[src/rtl/mem_arbiter.sv]
// rtl/mem_arbiter.sv - round-robin arbiter sharing one data-memory port between CPU and debug
// requesters, with a req/done front end, an en/ready memory side and a watchdog abort.
module mem_arbiter #(
   parameter int DATA_WIDTH    = 32,
   parameter int ADDRESS_WIDTH = 32,
   parameter int TIMEOUT       = 15
) (
   input  logic                     clk,
   input  logic                     rst,
   input  logic                     cpu_req,
   input  logic                     cpu_we,
   input  logic [ADDRESS_WIDTH-1:0] cpu_addr,
   input  logic [DATA_WIDTH-1:0]    cpu_wdata,
   output logic [DATA_WIDTH-1:0]    cpu_rdata,
   output logic                     cpu_done,
   output logic                     cpu_stall,
   input  logic                     dbg_req,
   input  logic                     dbg_we,
   input  logic [ADDRESS_WIDTH-1:0] dbg_addr,
   input  logic [DATA_WIDTH-1:0]    dbg_wdata,
   output logic [DATA_WIDTH-1:0]    dbg_rdata,
   output logic                     dbg_done,
   output logic                     mem_en,
   output logic                     mem_we,
   output logic [ADDRESS_WIDTH-1:0] mem_addr,
   output logic [DATA_WIDTH-1:0]    mem_wdata,
   input  logic [DATA_WIDTH-1:0]    mem_rdata,
   input  logic                     mem_ready,
   output logic                     err
);

   localparam int CW = $clog2(TIMEOUT + 1);
   localparam logic [CW-1:0] CNT_LAST = CW'(TIMEOUT - 1);

   typedef enum logic [1:0] {IDLE, BUSY, DONE} state_t;

   state_t                   state, state_nx;
   logic [CW-1:0]            cnt, cnt_nx;
   logic                     owner_dbg, owner_dbg_nx;
   logic                     last_dbg, last_dbg_nx;
   logic                     grant_any, grant_dbg, abort;
   logic [DATA_WIDTH-1:0]    cpu_rdata_nx, dbg_rdata_nx, mem_wdata_nx;
   logic [ADDRESS_WIDTH-1:0] mem_addr_nx;
   logic                     cpu_done_nx, dbg_done_nx, mem_en_nx, mem_we_nx, err_nx;

   assign cpu_stall = cpu_req & ~cpu_done;

   // On a tie the port that did not win last time gets the memory.
   assign grant_any = cpu_req | dbg_req;
   assign grant_dbg = dbg_req & (~cpu_req | ~last_dbg);
   assign abort     = ~mem_ready & (cnt == CNT_LAST);

   always_ff @(posedge clk or posedge rst) begin
      if (rst) begin
         state     <= IDLE;
         cnt       <= '0;
         owner_dbg <= 1'b0;
         last_dbg  <= 1'b1;
         cpu_rdata <= '0;
         dbg_rdata <= '0;
         cpu_done  <= 1'b0;
         dbg_done  <= 1'b0;
         mem_en    <= 1'b0;
         mem_we    <= 1'b0;
         mem_addr  <= '0;
         mem_wdata <= '0;
         err       <= 1'b0;
      end else begin
         state     <= state_nx;
         cnt       <= cnt_nx;
         owner_dbg <= owner_dbg_nx;
         last_dbg  <= last_dbg_nx;
         cpu_rdata <= cpu_rdata_nx;
         dbg_rdata <= dbg_rdata_nx;
         cpu_done  <= cpu_done_nx;
         dbg_done  <= dbg_done_nx;
         mem_en    <= mem_en_nx;
         mem_we    <= mem_we_nx;
         mem_addr  <= mem_addr_nx;
         mem_wdata <= mem_wdata_nx;
         err       <= err_nx;
      end
   end

   always_comb begin
      state_nx = state;
      case (state)
         IDLE:    if (grant_any) state_nx = BUSY;
         BUSY:    if (mem_ready || abort) state_nx = DONE;
         DONE:    state_nx = IDLE;
         default: state_nx = IDLE;
      endcase
   end

   always_comb begin
      cnt_nx       = cnt;
      owner_dbg_nx = owner_dbg;
      last_dbg_nx  = last_dbg;
      cpu_rdata_nx = cpu_rdata;
      dbg_rdata_nx = dbg_rdata;
      cpu_done_nx  = 1'b0;
      dbg_done_nx  = 1'b0;
      mem_en_nx    = mem_en;
      mem_we_nx    = mem_we;
      mem_addr_nx  = mem_addr;
      mem_wdata_nx = mem_wdata;
      err_nx       = err;
      case (state)
         IDLE: begin
            if (grant_any) begin
               owner_dbg_nx = grant_dbg;
               last_dbg_nx  = grant_dbg;
               mem_en_nx    = 1'b1;
               mem_we_nx    = grant_dbg ? dbg_we    : cpu_we;
               mem_addr_nx  = grant_dbg ? dbg_addr  : cpu_addr;
               mem_wdata_nx = grant_dbg ? dbg_wdata : cpu_wdata;
               cnt_nx       = '0;
            end
         end
         BUSY: begin
            // A ready on the final watchdog cycle completes normally.
            if (mem_ready || abort) begin
               mem_en_nx   = 1'b0;
               cpu_done_nx = ~owner_dbg;
               dbg_done_nx = owner_dbg;
               if (mem_ready) begin
                  if (!mem_we) begin
                     if (owner_dbg) dbg_rdata_nx = mem_rdata;
                     else           cpu_rdata_nx = mem_rdata;
                  end
               end else begin
                  err_nx = 1'b1;
                  if (owner_dbg) dbg_rdata_nx = '0;
                  else           cpu_rdata_nx = '0;
               end
            end else begin
               cnt_nx = cnt + 1'b1;
            end
         end
         default: ;
      endcase
   end

endmodule

[config.mk]
export PLATFORM = sky130hd
export DESIGN_NAME = mem_arbiter
export DESIGN_NICKNAME = d
export VERILOG_FILES = /design/src/rtl/mem_arbiter.sv
export SDC_FILE = /design/constraint.sdc
export NUM_CORES = 1
export LEC_CHECK = 0
export CAP_MARGIN = 20
export CORE_AREA = 2 2 153 155
export DETAILED_ROUTE_END_ITERATION = 6
export DIE_AREA = 0 0 155 157
export GPL_TIMING_DRIVEN = 0
export PLACE_DENSITY = 0.55
export REMOVE_ABC_BUFFERS = 1
export SKIP_CTS_REPAIR_TIMING = 1
export SYNTH_ARGS = -nofsm -noshare
export SYNTH_HDL_FRONTEND = slang
export SYNTH_SLANG_ARGS = --single-unit
[constraint.sdc]
create_clock -name clk -period 5.3 [get_ports clk]
set_input_delay 0.53 -clock clk [delete_from_list [all_inputs] [get_ports clk]]
set_output_delay 0.53 -clock clk [all_outputs]
set_load 0.05 [all_outputs]
# Yosys cells after proc, flatten, opt, wreduce, memory -nomap -nowiden
# Index checks and enable logic that the tools add are counted.
# Widths: inputs -> output; s select.
# totals
ff_bits	141
output_inout_bits	134
# op_classes
n_addsub	1
eq_ne	6
mux	24
n_bitwise	10
reduce_logical	10
# ops
cell	n
$mux 32	10
$reduce_and 3->1	3
$mux 4	2
$ne 2x2->1 const B	4
$pmux 4 s2	1
$reduce_and 4->1	2
$mux 1	7
$not 1->1	5
$add 4x1->4 const B	1
$eq 4x4->1 const B	1
$mux 2	2
$pmux 2 s2	1
$reduce_and 2->1	2
$and 1x1->1	3
$eq 2x1->1 const B	1
$logic_not 2->1	1
$or 1x1->1	2
$pmux 1 s2	1
$reduce_bool 2->1	1
$logic_or 1x1->1	1

# Logic depth before layout (Yosys ltp)
# Gate-level depths: netlist (run 1).
# depth
word_depth	5
ltp_mapped	6

# Worst setup path after synthesis (run 1)
# No wires, ideal clock.
# synth_timing
kind	reg2out
startpoint	reg cpu_done
endpoint	out cpu_stall
arrival_ps	1318
required_time_ps	4770
path_slack_ps	3452
stages_incl_launch_ff	2
n_path_buf	0
cell_sequence	dfrtp_1 > nor2b_1
# synth_between
elab_chain_len	2
# synth_lines
element	line_no	text
start: declaration	15	output logic cpu_done,
start signal: assignment	75	cpu_done <= cpu_done_nx;
$not 1->1	46	assign cpu_stall = cpu_req & ~cpu_done;
$and 1x1->1	46	
end: declaration	16	output logic cpu_stall,
# No other way between the ends.

# Worst setup path after layout (run 1)
# layout_timing
startpoint	in mem_ready
endpoint	reg dbg_rdata[8]
# layout_between
elab_chain_len	4
# layout_lines
element	line_no	text
start: declaration	28	input logic mem_ready,
$not 1->1 (no line)	-	
$and 1x1->1	51	assign abort = ~mem_ready & (cnt == CNT_LAST);
$logic_or 1x1->1	122	if (mem_ready || abort) begin
$reduce_and 4->1 (no line)	-	
end signal: assignment	74	dbg_rdata <= dbg_rdata_nx;
end: declaration	21	output logic [DATA_WIDTH-1:0] dbg_rdata,
# Several ways; a longest one is shown, not always the timed one.
# A chain may end at the register's enable or synchronous reset.

==> results.py, run 1 <==
metrics = {
    "status": {
        "status": "finished clean",
    },
    "logic_synthesis": {
        "yosysUniqueCellTypes": 43,
        "syn_inst": 490,
        "synth_largest_area_cell": "dfrtp_1",
        "syn_area_per_cell_um2": 12.27,
        "synth_area_um2": 6013,
        "ys_ff_latch": 141,
        "synth_top_flop_cell": "dfrtp_1",
        "synth_edf_count": 0,
        "yosysSeqAreaShare_pct": 58.70,
        "synthArstFlopShare_pct": 100.0,
        "yosysWarningCount": 0,
        "yosys-top-cells-count": "140 x dfrtp_1, 121 x o21ai_0, 65 x mux2i_1",
        "synth_most_common_cell": "dfrtp_1",
        "synthTopCellsByArea": "dfrtp_1 58%, mux2i_1 11%, o21ai_0 10%",
        "synth.top_cell.area_share_pct": 58.26,
    },
    "cts": {
        "cts_made_buffers": 17,
        "htree_levels": 4,
        "clkSinkCount": 141,
        "cts_tree": "built",
        "clk_path_buf_depth": 2,
        "clock_latency_ps": 420,
        "cts-root-buf": "clkbuf_16",
        "clk_pin_slew_ps": 60,
    },
    "timing": {
        "fin_ws_ps": 2396,
        "finalSetupTns_ps": 0,
        "fin_skew_ps": 7.671,
        "fmax_mhz": 344.3,
        "rsz0062_at_grt": "no",
        "slew_headroom_pct": 33.86,
        "setup_violations": 0,
        "finalCritPeriodShare_pct": 54.80,
        "finalHoldViolCount": 0,
        "min_period_ps": 2904,
        "worst_pin_slew_ps": 987.9,
        "holdWs_ps": 459.0,
        "slew_violations": 0,
    },
    "worst_hold_path": {
        "hold_path_class": "reg -> reg",
    },
    "layout": {
        "diodes": 0,
        "drive_gt1_share_pct": 6.980,
        "multi_input_area_um2": 2273,
        "fillers": 2076,
        "register_area_um2": 3530,
        "layout.cells.non_filler": 1073,
        "fin_nets": 944,
        "area_growth_pct": 65.52,
    },
    "pwr": {
        "swShare_pct": 47.51,
        "p_per_area_nw_per_um2": 684.7,
        "power.leakage_nw": 4.082,
        "p_int_w": 0.003577,
        "p_sw_w": 0.003238,
        "p_comb_share_pct": 55.3,
        "seqPwrFrac_pct": 27.1,
        "vdd_drop_max_v": 0.0002720,
        "clock_power_share_pct": 17.6,
    },
    "worst_setup_path": {
        "reg2reg_from": "cnt[0]$_DFFE_PP0P_",
        "cp_data_required_time_ps": 5590,
        "endpoint": "dbg_rdata[8]$_DFFE_PP0P_",
        "rr_endpoint": "dbg_rdata[8]$_DFFE_PP0P_",
        "crit_start": "mem_ready",
        "arrival_ps": 3200,
        "r2r_cells": 5,
        "crit_path_end_kind": "flip-flop",
        "crit_path_start_kind": "input pin",
        "r2r_slack_ps": 2940,
        "crit_fanout": 32,
        "worst-setup-path-type": "in -> reg",
    },
    "floorplanning": {
        "start_util_pct": 26.72,
        "dieHeight_um": 157,
        "core.rowCount": 55,
        "pin_count": 301,
        "coreArea_um2": 22500,
        "die_x_um": 155,
        "dieArea_um2": 24340,
    },
    "placement": {
        "placedCellCount": 1040,
        "preCtsSetupSlack_ps": 1989,
        "dp_hpwl_mm": 14.35,
        "gp_congestion": 0.7740,
        "io_buffers": 300,
    },
    "grt": {
        "antenna_found_initial": 0,
        "grt_busiest_layer": "met2",
        "grt_pass1_wl_mm": 30.92,
        "met1_usage_pct": 20.16,
        "grt_max_degree": 87,
        "grtUsageMet3_pct": 5.121,
        "grt_pass1_vias": 5465,
        "grt_overflow": 0,
        "grt_use_met2_pct": 26.98,
        "groute.usage.overall_pct": 16.21,
    },
    "detailed_routing": {
        "routed_wl_mm": 19.60,
        "viasPerCell": 4.903,
        "drtIter0Drc": 237,
        "drt_first_pass_iters": 4,
        "vias": 5261,
        "wl_per_cell_um": 18.27,
        "drc": 0,
        "ant_nets": 0,
    },
    "job": {
        "drv_cap": 0,
    },
}
[routing by layer]
| metal | share of wire [%] | wire [um] |
|---|---|---|
| met1 | 42 | 8245 |
| met2 | 48 | 9433 |
| met3 | 8.4 | 1652 |
| met4 | 1.4 | 272 |
| met5 | 0 | 0 |
[placed cells by master, fill, tap and decap left out, types with 3 or more instances in the layout]
cell / instances
nor2_1: 3
inv_6: 4
mux2i_1: 65
buf_12: 5
o21ai_0: 121
dfrtp_1: 140
clkinv_4: 5
clkbuf_16: 17
a21oi_1: 3
a32o_1: 32
o21ai_1: 10
clkdlybuf4s50_1: 300
a22o_1: 33
buf_8: 3
[cells by family (layout without fill, tap and decap cells)]
group                      after synthesis  after routing  synth area share (%)
AOI/OAI and AO/OA                      211            211                 22.83
adders and majority gates                2              2                0.4161
buffers and inverters                   47            345                 3.932
DFF                                    141            141                 58.70
muxes                                   65             65                 10.82
and+or+nand+nor                         24             24                 3.308
[final cells by class]
class	count	area share, %
Inverter	3	0.1634
Sequential cell	141	35.46
Clock inverter	14	1.622
Tap cell	285	3.583
Multi-Input combinational cell	302	22.84
Clock buffer	18	4.312
Timing Repair Buffer	310	32.02
[sequential cells by signal (all words and copies together) (netlist names)]
name and flops:
cpu_rdata 32, dbg_rdata 32, mem_addr 32, mem_wdata 32, cnt 4, state 2
cpu_done 1, dbg_done 1, err 1, last_dbg 1, mem_en 1, mem_we 1
owner_dbg 1
[worst max-delay path, stage by stage]
cell and delay (ps):
clkdlybuf4s50_1 940, buf_8 250, a31o_2 160, nand4_2 760, a32o_1 530
[per-stage QoR]
stage | util, % | total power [W] | cell area, um^2
final | 44.23 | 0.006815 | 9953
after global routing | 44.23 | 0.007164 | 9953
after CTS | 44.18 | 0.006889 | 9942
after detailed placement | 41.56 | 0.005652 | 9351
after global placement | 40.65 | 0.005556 | 9148
after floorplan | - | 0.004186 | 5788
[how the worst min path moves through the flow]
stage                       start            endpoint  slack (ps)  cells after the start
2_1_floorplan  cnt[3]$_DFFE_PP0P_  cnt[3]$_DFFE_PP0P_         480                      1
3_3_place_gp      err$_DFFE_PP0P_     err$_DFFE_PP0P_         460                      1
3_5_place_dp      err$_DFFE_PP0P_     err$_DFFE_PP0P_         460                      1
4_1_cts           err$_DFFE_PP0P_     err$_DFFE_PP0P_         470                      1
5_1_grt           err$_DFFE_PP0P_     err$_DFFE_PP0P_         480                      1
6_report          err$_DFFE_PP0P_     err$_DFFE_PP0P_         460                      1
[power groups by stage]
stage                     Combinational [W]  Clock [W]  Sequential, W
after floorplan                    0.000772          0        0.00341
after global placement              0.00372          0        0.00183
after detailed placement            0.00379          0        0.00186
after CTS                           0.00380    0.00124        0.00185
after global routing                0.00396    0.00129        0.00191
final                               0.00377    0.00120        0.00184
Note: power is estimated with default switching activity, not from simulation.
==> run 2: changes to the inputs <==
--- a/config.mk
+++ b/config.mk
@@ -10,7 +10,7 @@
 export DETAILED_ROUTE_END_ITERATION = 6
 export DIE_AREA = 0 0 155 157
 export GPL_TIMING_DRIVEN = 0
-export PLACE_DENSITY = 0.55
+export PLACE_DENSITY = 0.57
 export REMOVE_ABC_BUFFERS = 1
 export SKIP_CTS_REPAIR_TIMING = 1
 export SYNTH_ARGS = -nofsm -noshare
==> constraint.sdc (replaced) <==
create_clock -name clk -period 2.5 [get_ports clk]
set_input_delay 0.25 -clock clk [delete_from_list [all_inputs] [get_ports clk]]
set_output_delay 0.25 -clock clk [all_outputs]
set_load 0.05 [all_outputs]
==> results.py, run 2 (synthesis results as in run 1) <==
metrics = {
    "status": {
        "status": "finished clean",
    },
    "floorplanning": {
        "core.rowCount": 55,
        "start_util_pct": 26.72,
        "coreArea_um2": 22500,
        "die_x_um": 155,
        "dieHeight_um": 157,
        "dieArea_um2": 24340,
        "pin_count": 301,
    },
    "worst_setup_path": {
        "cp_data_required_time_ps": 2250,
        "crit_fanout": 6,
        "crit_path_end_kind": "primary output",
        "arrival_ps": 2170,
        "crit_path_start_kind": "input pin",
        "worst-setup-path-type": "in -> out",
    },
    "grt": {
        "grt_busiest_layer": "met2",
        "antenna_found_initial": 0,
        "grtUsageMet3_pct": 4.983,
        "grt_pass1_vias": 5447,
        "met1_usage_pct": 20.43,
        "grt_max_degree": 79,
        "grt_overflow": 0,
        "grt_pass1_wl_mm": 30.34,
        "grt_use_met2_pct": 25.46,
        "groute.usage.overall_pct": 15.80,
    },
    "timing": {
        "setup_violations": 0,
        "slew_headroom_pct": 35.20,
        "worst_pin_slew_ps": 967.8,
        "fmax_mhz": 414.0,
        "fin_ws_ps": 84.82,
        "finalCritPeriodShare_pct": 96.61,
        "rsz0062_at_grt": "no",
        "fin_skew_ps": 12.01,
        "slew_violations": 0,
        "min_period_ps": 2415,
        "finalHoldViolCount": 0,
    },
    "layout": {
        "final_cell_area_um2": 10020,
        "layout.cells.non_filler": 1076,
        "fin_nets": 947,
        "fillers": 2054,
        "diodes": 0,
        "layout_commonest_cell": "clkdlybuf4s50_1",
        "layout_common_cells": "300 x clkdlybuf4s50_1, 140 x dfrtp_1, 121 x o21ai_0, 65 x mux2i_1, 33 x a22o_1",
        "drive_gt1_share_pct": 7.332,
        "area_growth_pct": 66.69,
    },
    "detailed_routing": {
        "routed_wl_mm": 19.87,
        "ant_nets": 0,
        "viasPerCell": 4.919,
        "vias": 5293,
        "drtIter0Drc": 247,
        "wl_per_cell_um": 18.46,
        "drc": 0,
        "drt_first_pass_iters": 4,
    },
    "cts": {
        "cts_made_buffers": 17,
        "cts_tree": "built",
        "htree_levels": 4,
        "clkSinkCount": 141,
        "clk_pin_slew_ps": 60,
        "clock_latency_ps": 410,
        "clk_path_buf_depth": 2,
        "cts-root-buf": "clkbuf_16",
    },
    "placement": {
        "preCtsSetupSlack_ps": -533.5,
        "dp_hpwl_mm": 13.91,
        "io_buffers": 300,
        "placed_area_um2": 9336,
        "placedCellCount": 1039,
        "gp_congestion": 0.7532,
    },
    "pwr": {
        "power.leakage_nw": 4.114,
        "p_per_area_nw_per_um2": 1462,
        "vdd_drop_max_v": 0.0005057,
    },
    "worst_hold_path": {
        "hold_path_class": "in -> async",
    },
    "job": {
        "drv_cap": 0,
    },
}
## run 2: cell type report
class | count | area, um^2 | share of cell area, %
Tap cell | 285 | 356.6 | 3.558
Clock inverter | 13 | 177.7 | 1.773
Inverter | 3 | 16.27 | 0.1623
Clock buffer | 19 | 442.9 | 4.419
Multi-Input combinational cell | 303 | 2293 | 22.88
Timing Repair Buffer | 312 | 3207 | 31.99
Sequential cell | 141 | 3530 | 35.21
## run 2: where the power goes
group	leakage, nW	switching (W)	internal (W)
Sequential	1.77	0.000618	0.00331
Combinational	2.05	0.00524	0.00280
Clock	0.298	0.00107	0.00163
## run 2: metal layers
layer	share of wire [%]	up-vias
met5	0	-
met4	0.98	0
met3	8.5	13
met2	47	246
met1	44	2600
li1	-	2434
## run 2: metrics by stage
stage | hold WS, ps | TNS (ps) | power, W | util [%]
6_report | 303.2 | 0 | 0.01466 | 44.54
5_1_grt | 356.3 | 0 | 0.01537 | 44.54
4_1_cts | 329.3 | -3104 | 0.01473 | 44.25
3_5_place_dp | 464.6 | -38790 | 0.01197 | 41.49
3_3_place_gp | 456.6 | -720430 | 0.01179 | 40.65
2_1_floorplan | 320.0 | -289680 | 0.008874 | -
## run 2: worst paths after layout
check / startpoint / endpoint / slack (ps) / depth (start not counted)
max in group asynchronous: rst / state[1]$_DFFE_PP0P_ / 1400 / 3
hold / removal: rst / mem_addr[20]$_DFFE_PP0P_ / 300 / 2
min in group clk: cpu_wdata[19] / mem_wdata[19]$_DFFE_PP0P_ / 470 / 3
hold reg to reg: err$_DFFE_PP0P_ / err$_DFFE_PP0P_ / 470 / 1
setup / recovery: cpu_req / cpu_stall / 80 / 3
setup reg to reg: cnt[0]$_DFFE_PP0P_ / dbg_rdata[1]$_DFFE_PP0P_ / 540 / 5
## run 2: critical path: stages
cell and delay [ps]:
clkdlybuf4s50_1 900, nor2b_1 210, clkdlybuf4s50_1 800
==> run 3: changes to the inputs <==
--- a/config.mk
+++ b/config.mk
@@ -7,6 +7,7 @@
 export LEC_CHECK = 0
 export CAP_MARGIN = 20
 export CORE_AREA = 2 2 153 155
+export CTS_BUF_LIST = sky130_fd_sc_hd__clkbuf_2 sky130_fd_sc_hd__clkbuf_4 sky130_fd_sc_hd__clkbuf_8
 export DETAILED_ROUTE_END_ITERATION = 6
 export DIE_AREA = 0 0 155 157
 export GPL_TIMING_DRIVEN = 0
==> results.py, run 3 (synthesis results as in run 1) <==
metrics = {
    "grt": {
        "grt_pass1_wl_mm": 30.23,
        "antenna_found_initial": 0,
        "groute.usage.overall_pct": 15.79,
        "grt_overflow": 0,
        "grt_max_degree": 79,
        "grt_pass1_vias": 5428,
    },
    "layout": {
        "fin_nets": 946,
        "layout_common_cells": "300 x clkdlybuf4s50_1, 140 x dfrtp_1, 121 x o21ai_0, 65 x mux2i_1, 33 x a22o_1",
        "area_growth_pct": 63.48,
        "layout.cells.non_filler": 1075,
        "drive_gt1_share_pct": 7.342,
        "diodes": 0,
        "layout_commonest_cell": "clkdlybuf4s50_1",
    },
    "floorplanning": {
        "core.rowCount": 55,
        "dieArea_um2": 24340,
        "start_util_pct": 26.72,
        "coreArea_um2": 22500,
        "die_x_um": 155,
        "pin_count": 301,
        "dieHeight_um": 157,
    },
    "detailed_routing": {
        "ant_nets": 0,
        "routed_wl_mm": 19.76,
        "drc": 0,
        "drt_first_pass_iters": 4,
        "viasPerCell": 4.872,
        "drtIter0Drc": 242,
        "vias": 5237,
        "wl_per_cell_um": 18.39,
    },
    "cts": {
        "cts_tree": "built",
        "clk_path_buf_depth": 2,
        "clkSinkCount": 141,
        "clock_latency_ps": 440,
        "clk_pin_slew_ps": 80,
        "cts-root-buf": "clkbuf_8",
        "htree_levels": 4,
        "cts_made_buffers": 17,
    },
    "placement": {
        "preCtsSetupSlack_ps": -533.5,
        "placedCellCount": 1039,
        "gp_congestion": 0.7532,
        "dp_hpwl_mm": 13.91,
        "io_buffers": 300,
    },
    "timing": {
        "fin_skew_ps": 16.47,
        "setup_violations": 0,
        "finalCritPeriodShare_pct": 96.49,
        "fin_ws_ps": 87.79,
        "worst_pin_slew_ps": 972.0,
        "slew_violations": 0,
        "min_period_ps": 2412,
        "slew_headroom_pct": 34.93,
        "fmax_mhz": 414.6,
        "finalHoldViolCount": 0,
        "rsz0062_at_grt": "no",
    },
    "worst_setup_path": {
        "crit_fanout": 6,
        "crit_path_end_kind": "primary output",
        "cp_data_required_time_ps": 2250,
        "worst-setup-path-type": "in -> out",
        "arrival_ps": 2160,
        "crit_path_start_kind": "input pin",
    },
    "pwr": {
        "p_per_area_nw_per_um2": 1422,
        "power.leakage_nw": 4.026,
        "total_power_w": 0.01398,
        "vdd_drop_max_v": 0.0005336,
    },
    "worst_hold_path": {
        "hold_path_class": "in -> async",
    },
    "job": {
        "drv_cap": 0,
    },
    "status": {
        "status": "finished clean",
    },
}
run 3: cell types whose count changed in the layout (fill, tap and decap cells not counted):
cell       delta
clkbuf_4      +1
clkbuf_8     +18
clkbuf_1      -1
clkbuf_16    -17
buf_6         -1
buf_4         -1
run 3: worst paths after layout:
kind / from / endpoint / slack, ps / depth (start not counted)
min in group clk: cpu_wdata[1] / mem_wdata[1]$_DFFE_PP0P_ / 430 / 3
hold / removal: rst / mem_addr[20]$_DFFE_PP0P_ / 270 / 2
setup reg to reg: last_dbg$_DFFE_PP1P_ / mem_wdata[28]$_DFFE_PP0P_ / 430 / 5
max in group asynchronous: rst / state[1]$_DFFE_PP0P_ / 1430 / 3
setup / recovery: cpu_req / cpu_stall / 90 / 3
hold reg to reg: err$_DFFE_PP0P_ / err$_DFFE_PP0P_ / 480 / 1
run 3: area by class of cell:
type	instances	area, um^2
clock buffer	19	255.2
clock inverter	13	177.7
fill	2068	12670
inverter	3	16.27
multi-input combinational	303	2293
sequential	141	3530
tap	285	356.6
timing repair buffer	311	3202
run 3: report_power, final:
part	internal, W	total, W	switching, W
registers	0.00330	0.00391	0.000612
logic	0.00280	0.00803	0.00523
clock network	0.00105	0.00204	0.000982
run 3: through the flow:
stage	area [um^2]	hold slack [ps]	setup TNS (ps)	utilization, %
6_report	9831	270.6	0	43.69
5_1_grt	9831	304.9	0	43.69
4_1_cts	9769	282.0	-895.4	43.41
3_5_place_dp	9336	464.6	-38790	41.49
3_3_place_gp	9148	456.6	-720430	40.65
2_1_floorplan	5788	320.0	-289680	-
run 3: worst max-delay path, cell delays in order:
cell	delay [ps]
clkdlybuf4s50_1	900
nor2b_1	210
clkdlybuf4s50_1	810
run 3: routing by layer:
layer | vias to the layer above | track usage [%] | share of wire [%]
met5 | - | 0 | 0
met3 | 17 | 5.809 | 8.7
met1 | 2546 | 20.30 | 44
met2 | 239 | 25.33 | 47
met4 | 0 | 3.880 | 1.1
li1 | 2435 | - | -
